`src/rtl/matmul2x2_core_if.sv`:
```
// Start/done handshake plus a/b read ports and the res write port of the 2x2 matrix multiply core.
interface matmul2x2_core_if #(
  parameter int DATA_W = 8,
  parameter int RES_W  = 16
);
  logic              ap_start;
  logic              ap_done;
  logic              ap_idle;
  logic              ap_ready;
  logic [1:0]        a_address0;
  logic              a_ce0;
  logic [DATA_W-1:0] a_q0;
  logic [1:0]        b_address0;
  logic              b_ce0;
  logic [DATA_W-1:0] b_q0;
  logic [1:0]        res_address0;
  logic              res_ce0;
  logic              res_we0;
  logic [RES_W-1:0]  res_d0;

  modport master (
    output ap_start, a_q0, b_q0,
    input  ap_done, ap_idle, ap_ready, a_address0, a_ce0, b_address0, b_ce0,
    input  res_address0, res_ce0, res_we0, res_d0
  );

  modport slave (
    input  ap_start, a_q0, b_q0,
    output ap_done, ap_idle, ap_ready, a_address0, a_ce0, b_address0, b_ce0,
    output res_address0, res_ce0, res_we0, res_d0
  );
endinterface

```
`src/rtl/matmul2x2_core.sv`:
```
// 2x2 signed matrix multiply: reads a and b element by element, then writes the four
// dot products of res in row-major order. All interface outputs are registered.
module matmul2x2_core #(
  parameter int DATA_W = 8,
  parameter int RES_W  = 16
) (
  input  logic             ap_clk,
  input  logic             ap_rst,
  matmul2x2_core_if.slave  bus
);

  localparam int PROD_W = 2 * DATA_W;
  localparam int SUM_W  = PROD_W + 1;
  localparam int EXT_W  = (RES_W > SUM_W) ? RES_W : SUM_W;

  typedef enum logic [1:0] {
    IDLE  = 2'd0,
    READ  = 2'd1,
    WRITE = 2'd2,
    DONE  = 2'd3
  } state_t;

  state_t                   state_r;
  logic [2:0]               cnt_r;
  logic signed [DATA_W-1:0] a_r    [4];
  logic signed [DATA_W-1:0] b_r    [4];
  logic signed [DATA_W-1:0] a_next [4];
  logic signed [DATA_W-1:0] b_next [4];
  logic [1:0]               cap_idx;
  logic [1:0]               wr_idx;
  logic [RES_W-1:0]         wr_data;

  // Signed x0*y0 + x1*y1 at full precision, then wrapped to RES_W bits.
  function automatic logic [RES_W-1:0] dot2(
    input logic signed [DATA_W-1:0] x0,
    input logic signed [DATA_W-1:0] x1,
    input logic signed [DATA_W-1:0] y0,
    input logic signed [DATA_W-1:0] y1
  );
    logic signed [PROD_W-1:0] p0;
    logic signed [PROD_W-1:0] p1;
    logic signed [SUM_W-1:0]  s;
    logic signed [EXT_W-1:0]  e;
    p0 = PROD_W'(x0) * PROD_W'(y0);
    p1 = PROD_W'(x1) * PROD_W'(y1);
    s  = SUM_W'(p0) + SUM_W'(p1);
    e  = EXT_W'(s);
    return e[RES_W-1:0];
  endfunction

  // Operand capture view: read data lands one cycle after its address, so READ cnt k fills slot k-1.
  // The result for the first WRITE cycle is formed from this view, which already holds a[3]/b[3].
  always_comb begin
    cap_idx = cnt_r[1:0] - 2'd1;
    a_next  = a_r;
    b_next  = b_r;
    if (state_r == READ && cnt_r != 3'd0) begin
      a_next[cap_idx] = $signed(bus.a_q0);
      b_next[cap_idx] = $signed(bus.b_q0);
    end else begin
      a_next = a_r;
      b_next = b_r;
    end
  end

  // Index and data of the res element written in the coming cycle (i = idx[1], j = idx[0]).
  always_comb begin
    wr_idx  = (state_r == WRITE) ? (cnt_r[1:0] + 2'd1) : 2'd0;
    wr_data = dot2(a_next[{wr_idx[1], 1'b0}], a_next[{wr_idx[1], 1'b1}],
                   b_next[{1'b0, wr_idx[0]}], b_next[{1'b1, wr_idx[0]}]);
  end

  // Control FSM; outputs are set on the same edge as the state they belong to.
  always_ff @(posedge ap_clk) begin
    if (ap_rst) begin
      state_r          <= IDLE;
      cnt_r            <= 3'd0;
      bus.ap_done      <= 1'b0;
      bus.ap_ready     <= 1'b0;
      bus.ap_idle      <= 1'b1;
      bus.a_ce0        <= 1'b0;
      bus.a_address0   <= 2'd0;
      bus.b_ce0        <= 1'b0;
      bus.b_address0   <= 2'd0;
      bus.res_ce0      <= 1'b0;
      bus.res_we0      <= 1'b0;
      bus.res_address0 <= 2'd0;
      bus.res_d0       <= {RES_W{1'b0}};
    end else begin
      a_r              <= a_next;
      b_r              <= b_next;
      bus.ap_done      <= 1'b0;
      bus.ap_ready     <= 1'b0;
      bus.ap_idle      <= 1'b0;
      bus.a_ce0        <= 1'b0;
      bus.a_address0   <= 2'd0;
      bus.b_ce0        <= 1'b0;
      bus.b_address0   <= 2'd0;
      bus.res_ce0      <= 1'b0;
      bus.res_we0      <= 1'b0;
      bus.res_address0 <= 2'd0;
      bus.res_d0       <= {RES_W{1'b0}};
      case (state_r)
        IDLE: begin
          if (bus.ap_start) begin
            state_r   <= READ;
            cnt_r     <= 3'd0;
            bus.a_ce0 <= 1'b1;
            bus.b_ce0 <= 1'b1;
          end else begin
            bus.ap_idle <= 1'b1;
          end
        end
        READ: begin
          if (cnt_r == 3'd4) begin
            state_r          <= WRITE;
            cnt_r            <= 3'd0;
            bus.res_ce0      <= 1'b1;
            bus.res_we0      <= 1'b1;
            bus.res_address0 <= wr_idx;
            bus.res_d0       <= wr_data;
          end else begin
            cnt_r <= cnt_r + 3'd1;
            if (cnt_r != 3'd3) begin
              bus.a_ce0      <= 1'b1;
              bus.a_address0 <= cnt_r[1:0] + 2'd1;
              bus.b_ce0      <= 1'b1;
              bus.b_address0 <= cnt_r[1:0] + 2'd1;
            end
          end
        end
        WRITE: begin
          if (cnt_r == 3'd3) begin
            state_r      <= DONE;
            cnt_r        <= 3'd0;
            bus.ap_done  <= 1'b1;
            bus.ap_ready <= 1'b1;
          end else begin
            cnt_r            <= cnt_r + 3'd1;
            bus.res_ce0      <= 1'b1;
            bus.res_we0      <= 1'b1;
            bus.res_address0 <= wr_idx;
            bus.res_d0       <= wr_data;
          end
        end
        DONE: begin
          state_r     <= IDLE;
          cnt_r       <= 3'd0;
          bus.ap_idle <= 1'b1;
        end
        default: begin
          state_r     <= IDLE;
          cnt_r       <= 3'd0;
          bus.ap_idle <= 1'b1;
        end
      endcase
    end
  end

endmodule

```
`src/flat_wrapper.sv`:
```
// flat-port wrapper written by rule: the top's interface ports become plain ports
module matmul2x2_core_flat 
#(
  parameter int DATA_W = 8,
  parameter int RES_W  = 16
)
  (ap_clk, ap_rst, bus_ap_start, bus_a_q0, bus_b_q0, bus_ap_done, bus_ap_idle, bus_ap_ready, bus_a_address0, bus_a_ce0, bus_b_address0, bus_b_ce0, bus_res_address0, bus_res_ce0, bus_res_we0, bus_res_d0);
  matmul2x2_core_if #(.DATA_W(DATA_W), .RES_W(RES_W)) bus_i ();
  input  logic ap_clk;
  input  logic ap_rst;
  input wire logic [$bits(bus_i.ap_start)-1:0] bus_ap_start;
  input wire logic [$bits(bus_i.a_q0)-1:0] bus_a_q0;
  input wire logic [$bits(bus_i.b_q0)-1:0] bus_b_q0;
  output wire logic [$bits(bus_i.ap_done)-1:0] bus_ap_done;
  output wire logic [$bits(bus_i.ap_idle)-1:0] bus_ap_idle;
  output wire logic [$bits(bus_i.ap_ready)-1:0] bus_ap_ready;
  output wire logic [$bits(bus_i.a_address0)-1:0] bus_a_address0;
  output wire logic [$bits(bus_i.a_ce0)-1:0] bus_a_ce0;
  output wire logic [$bits(bus_i.b_address0)-1:0] bus_b_address0;
  output wire logic [$bits(bus_i.b_ce0)-1:0] bus_b_ce0;
  output wire logic [$bits(bus_i.res_address0)-1:0] bus_res_address0;
  output wire logic [$bits(bus_i.res_ce0)-1:0] bus_res_ce0;
  output wire logic [$bits(bus_i.res_we0)-1:0] bus_res_we0;
  output wire logic [$bits(bus_i.res_d0)-1:0] bus_res_d0;
  assign bus_i.ap_start = bus_ap_start;
  assign bus_i.a_q0 = bus_a_q0;
  assign bus_i.b_q0 = bus_b_q0;
  assign bus_ap_done = bus_i.ap_done;
  assign bus_ap_idle = bus_i.ap_idle;
  assign bus_ap_ready = bus_i.ap_ready;
  assign bus_a_address0 = bus_i.a_address0;
  assign bus_a_ce0 = bus_i.a_ce0;
  assign bus_b_address0 = bus_i.b_address0;
  assign bus_b_ce0 = bus_i.b_ce0;
  assign bus_res_address0 = bus_i.res_address0;
  assign bus_res_ce0 = bus_i.res_ce0;
  assign bus_res_we0 = bus_i.res_we0;
  assign bus_res_d0 = bus_i.res_d0;
  matmul2x2_core #(.DATA_W(DATA_W), .RES_W(RES_W)) u_core (.ap_clk(ap_clk), .ap_rst(ap_rst), .bus(bus_i));
endmodule
```
`config.mk`:
```
export PLATFORM = sky130hd
export DESIGN_NAME = matmul2x2_core_flat
export DESIGN_NICKNAME = d
export VERILOG_FILES = /design/src/rtl/matmul2x2_core_if.sv /design/src/rtl/matmul2x2_core.sv /design/src/flat_wrapper.sv
export SDC_FILE = /design/constraint.sdc
export NUM_CORES = 1
export LEC_CHECK = 0
export ABC_AREA = 1
export CELL_PAD_IN_SITES_DETAIL_PLACEMENT = 1
export CELL_PAD_IN_SITES_GLOBAL_PLACEMENT = 1
export CORE_MARGIN = 4
export CORE_UTILIZATION = 44
export CTS_BUF_LIST = sky130_fd_sc_hd__clkbuf_2 sky130_fd_sc_hd__clkbuf_4 sky130_fd_sc_hd__clkbuf_8
export CTS_CLUSTER_DIAMETER = 100
export DETAILED_ROUTE_END_ITERATION = 6
export PLACE_DENSITY = 0.8
export SETUP_SLACK_MARGIN = 0.05
export SYNTH_ARGS = -nofsm -noshare
export SYNTH_HDL_FRONTEND = slang
export SYNTH_SLANG_ARGS = --single-unit
```
`constraint.sdc`:
```
create_clock -name ap_clk -period 15.1 [get_ports ap_clk]
set_clock_uncertainty 0.05 [all_clocks]
set_input_delay 3.02 -clock ap_clk [delete_from_list [all_inputs] [get_ports ap_clk]]
set_output_delay 3.02 -clock ap_clk [all_outputs]
set_load 0.01 [all_outputs]
```
# == After elaboration in Yosys (flattened, before gate mapping) ==
# Index checks and enable logic that the tools add are counted.
# word_totals
reg_bits,93
inputBits,19
output_inout_bits,29
word_cells,96
# op_classes
n_addsub,4
n_mul,2
order_cmp,6
eq_ne,9
muxes,43
n_bitwise,8
n_reduce_logical,7
# ops
cell,count
$mux 8,9
$bmux 8 s2,4
$bwmux 32,2
$mux 32,2
$mul 8x8->16,2
$mux 16,2
$pmux 16 s2,1
$add 16x16->16,1
$demux 8 s2,1
$ge 3x3->1 const B,5
$mux 2,6
$not 2->3,4
$pmux 3 s4,1
$mux 3,3
$pmux 2 s4,1
$mux 1,7
$ne 2x2->1 const B,3
$pmux 1 s2,3
$eq 2x2->1 const B,2
$pmux 2 s2,1
$reduce_or 4->1,1
$add 3x1->3 const B,1
$eq 3x2->1 const B,1
$eq 3x3->1 const B,1
12 further kinds,15

# == Logic depth before layout (Yosys ltp) ==
# logic_depth
ltp_word,15
ltp_mapped,37
ltp_nobuf,36

# == Least setup slack after synthesis ==
# Ideal clock, no wire load.
# synth_timing
path_kind,input to register
from,input port bus_b_q0[0]
to,register u_core.bus.res_d0[13]
setup_time_ns,0.113
arrival_time_ns,8.368
required_ns,14.937
slack_ns,6.570
path_stages,26
path_buffers,0
path_cell_list,inv_1 o21ai_2 inv_1 o21ai_2 inv_2 nor2_1 inv_1 fa_1 fa_1 inv_1 fa_1 fa_1 fa_1 inv_1 fa_1 inv_1 ha_1 a21o_1 a21boi_0 nand3_1 nand2_1 inv_1 nand2_1 nand2_1 nor2_1 nor2_1
# synth_lines
element,line_no,rtl
"start, declared",flat_wrapper.sv:13,input wire logic [$bits(bus_i.b_q0)-1:0] bus_b_q0;
"end signal, assigned",matmul2x2_core.sv:88,bus.res_d0 <= {RES_W{1'b0}};
"end signal, assigned",matmul2x2_core.sv:102,bus.res_d0 <= {RES_W{1'b0}};
"end signal, assigned",matmul2x2_core.sv:121,bus.res_d0 <= wr_data;
"end, declared",matmul2x2_core_if.sv:30,"output res_address0, res_ce0, res_we0, res_d0"

==> impl_metrics.py <==
metrics = {
    "synthesis": {
        "synthTopCellsByCount": "304 x inv_1, 219 x nand2_1, 135 x fa_1",
        "synth_simple_gate_area_share_pct": 14.0,
        "postSynthAreaPerCell_um2": 8.49,
        "synth_adder_area_share_pct": 36.6,
        "synth_compound_area_share_pct": 9.38,
        "synthFlopType": "edfxtp_1",
        "yosys.area.top_type": "fa_1",
        "synth_most_common_cell": "inv_1",
        "synth_area_um2": 9610,
        "synth_top_family_by_area": "adder cells",
        "ys_types": 33,
        "async_flop_share_pct": 0,
        "syn_nets": 1352,
        "yosysWarnings": 0,
        "synth_area_leaders": "fa_1 28%, edfxtp_1 20%, inv_1 12%",
        "synth_top_area_share_pct": 28.1,
        "ys_ff_latch": 93,
        "synth_cells": 1133,
        "ys_seq_area_share_pct": 26.0,
        "muxShareOfSynthArea_pct": 0,
        "synth_edf_count": 64,
        "synthXorXnorAreaFrac_pct": 0.364,
    },
    "final_layout": {
        "fin_util_pct": 49.6,
        "layout-drive-gt1-share_pct": 5.94,
        "n_fill_cell": 2540,
        "area_growth_pct": 9.90,
        "antenna_cells": 0,
        "regArea_um2": 2500,
        "num-nets-final": 1393,
        "fin_cells": 1453,
        "multi_input_area_um2": 5800,
    },
    "worst_setup_path": {
        "crit_path_end_kind": "flip-flop",
        "cp.buffers_inverters": 8,
        "cp-start-kind": "primary input",
        "critPathLaunch": "bus_b_q0[0]",
        "slowest_stage": "nor2_1",
        "crit_required_ps": 15330,
        "cp_max_fo": 8,
        "crit_family": "adder cells",
        "rr_startpoint": "u_core.cnt_r[0]$_SDFFE_PP0N_",
        "critPathKind": "in -> reg",
        "arrival_ps": 9540,
        "max_stage_delay_ps": 820,
    },
    "placed_design": {
        "routabilityCongestion": 0.864,
        "hpwl_mm": 19.3,
        "io_buffers": 47,
        "dp_slack_ps": 5390,
        "dp.cells": 1438,
    },
    "die": {
        "ios": 48,
        "rows": 53,
        "die_area_um2": 24300,
        "die_h_um": 156,
        "coreArea_um2": 21300,
        "start_util_pct": 45.2,
        "die_w_um": 156,
    },
    "min_path": {
        "hp-class": "reg -> reg",
        "min_from": "u_core.cnt_r[1]$_SDFFE_PP0N_",
    },
    "route": {
        "drt-total-wl_mm": 23.9,
        "dr.pass1.iters": 7,
        "wire_per_inst_um": 16.4,
        "antenna_left": 0,
        "drt_iter0_drc": 410,
        "num_vias": 7255,
        "wl_met2_mm": 12.2,
        "met1_length_mm": 10.3,
        "avgViaCountPerCell": 4.99,
        "wl_met3_um": 770,
        "dr.max_layer_used": "met4",
        "drc_errors": 0,
    },
    "cts": {
        "cts_tree": "built",
        "htreeDepth": 3,
        "worstSkewPairLatency_ps": 390,
        "cts_made_buffers": 9,
        "post_cts_buffers": 0,
        "cts_sinks": 93,
        "path_clk_slew_ps": 100,
        "cts-root-buf": "clkbuf_8",
        "cts_resized": 0,
        "postCtsHoldBufs": 0,
        "cts_buffer_depth": 2,
    },
    "global_route": {
        "grt_util_all_layers_pct": 21.0,
        "gr-total-overflow": 0,
        "grt_pass1_wl_mm": 40.3,
        "antenna_found_initial": 0,
        "grt_pass1_vias": 8066,
        "grt_max_degree": 53,
    },
    "timing": {
        "fin_crit_sh_pct": 61.6,
        "fin_setup_tns_ps": 0,
        "layout_min_cycle_time_ps": 9300,
        "max_slew_margin_pct": 27.9,
        "finalSetupViolations": 0,
        "setup_ws_ps": 5800,
        "rsz0062_at_grt": "false",
        "worstMarginPinSlew_ps": 1080,
        "hold_viol": 0,
        "slew_violations": 0,
        "fmax_mhz": 108,
    },
    "outcome": {
        "outcome": "finished, final reports clean",
    },
    "job": {
        "drv_cap": 0,
    },
}
per-layer routing:
layer,track usage (%),up-vias
met4,7.04,0
met5,0,-
met2,37.2,115
li1,-,3462
met3,2.36,38
met1,26.7,3640
worst min-delay path, delay by kind of cell, from the launching register on:
kind             cells  cell delay [ps]
flip-flops           1              350
AO/OA/AOI/OAI        1               50
AND/OR/NAND/NOR      1               70
layout make-up:
| cell class | instances | area share (%) |
|---|---|---|
| multi-input cells | 697 | 54.9 |
| flip-flops and latches | 93 | 23.7 |
| inverters | 319 | 11.3 |
| repair buffers | 54 | 4.95 |
| well taps | 275 | 3.26 |
| clock buffers | 11 | 1.37 |
| clock inverters | 4 | 0.533 |
metrics by stage:
| step | hold slack, ps | cell area [um2] |
|---|---|---|
| final | 457 | 10600 |
| after global routing | 486 | 10600 |
| after CTS | 462 | 10600 |
| after detailed placement | 446 | 10400 |
| after global placement | 451 | 10400 |
| after floorplan | 426 | 9610 |
kinds of logic (layout without fill, tap and decap cells):
group / count (synthesis) / in the layout
and+or+nand+nor: 346 / 346
buffers and inverters: 343 / 388
AOI/OAI and AO/OA: 147 / 147
DFF: 93 / 93
adders and majority gates: 200 / 200
xor gates and xnor gates: 4 / 4
registers in the layout (all words and copies together), names as in the netlist:
name                     cells
u_core.a_r                  32
u_core.b_r                  32
u_core.bus.a_ce0             1
u_core.bus.ap_done           1
u_core.bus.ap_idle           1
u_core.bus.b_address0        2
u_core.bus.res_address0      2
u_core.bus.res_ce0           1
u_core.bus.res_d0           16
u_core.cnt_r                 3
u_core.state_r               2
cell usage in the layout, fill, tap and decap left out, types with 4 or more instances in the layout:
| cell type | n |
|---|---|
| nand3_1 | 13 |
| fa_1 | 135 |
| inv_1 | 303 |
| a21oi_1 | 23 |
| o21ai_2 | 31 |
| o21ai_1 | 54 |
| o21ai_0 | 23 |
| nor3_1 | 5 |
| buf_4 | 7 |
| ha_1 | 65 |
| dfxtp_1 | 29 |
| nand2_1 | 219 |
| inv_2 | 15 |
| a21o_1 | 4 |
| clkbuf_8 | 10 |
| nor2_1 | 100 |
| clkdlybuf4s50_1 | 47 |
| edfxtp_1 | 64 |
final timing paths:
check	end	slack [ps]	cells after the start
setup / recovery	u_core.bus.res_d0[15]$_SDFF_PP0_	5800	25
hold / removal	u_core.cnt_r[1]$_SDFFE_PP0N_	460	2
setup reg to reg	u_core.bus.res_d0[15]$_SDFF_PP0_	7540	28
hold reg to reg	u_core.cnt_r[1]$_SDFFE_PP0N_	460	2
Power is not shown: default switching activity piles up to over one toggle a cycle in this logic, so the estimate is an artifact.
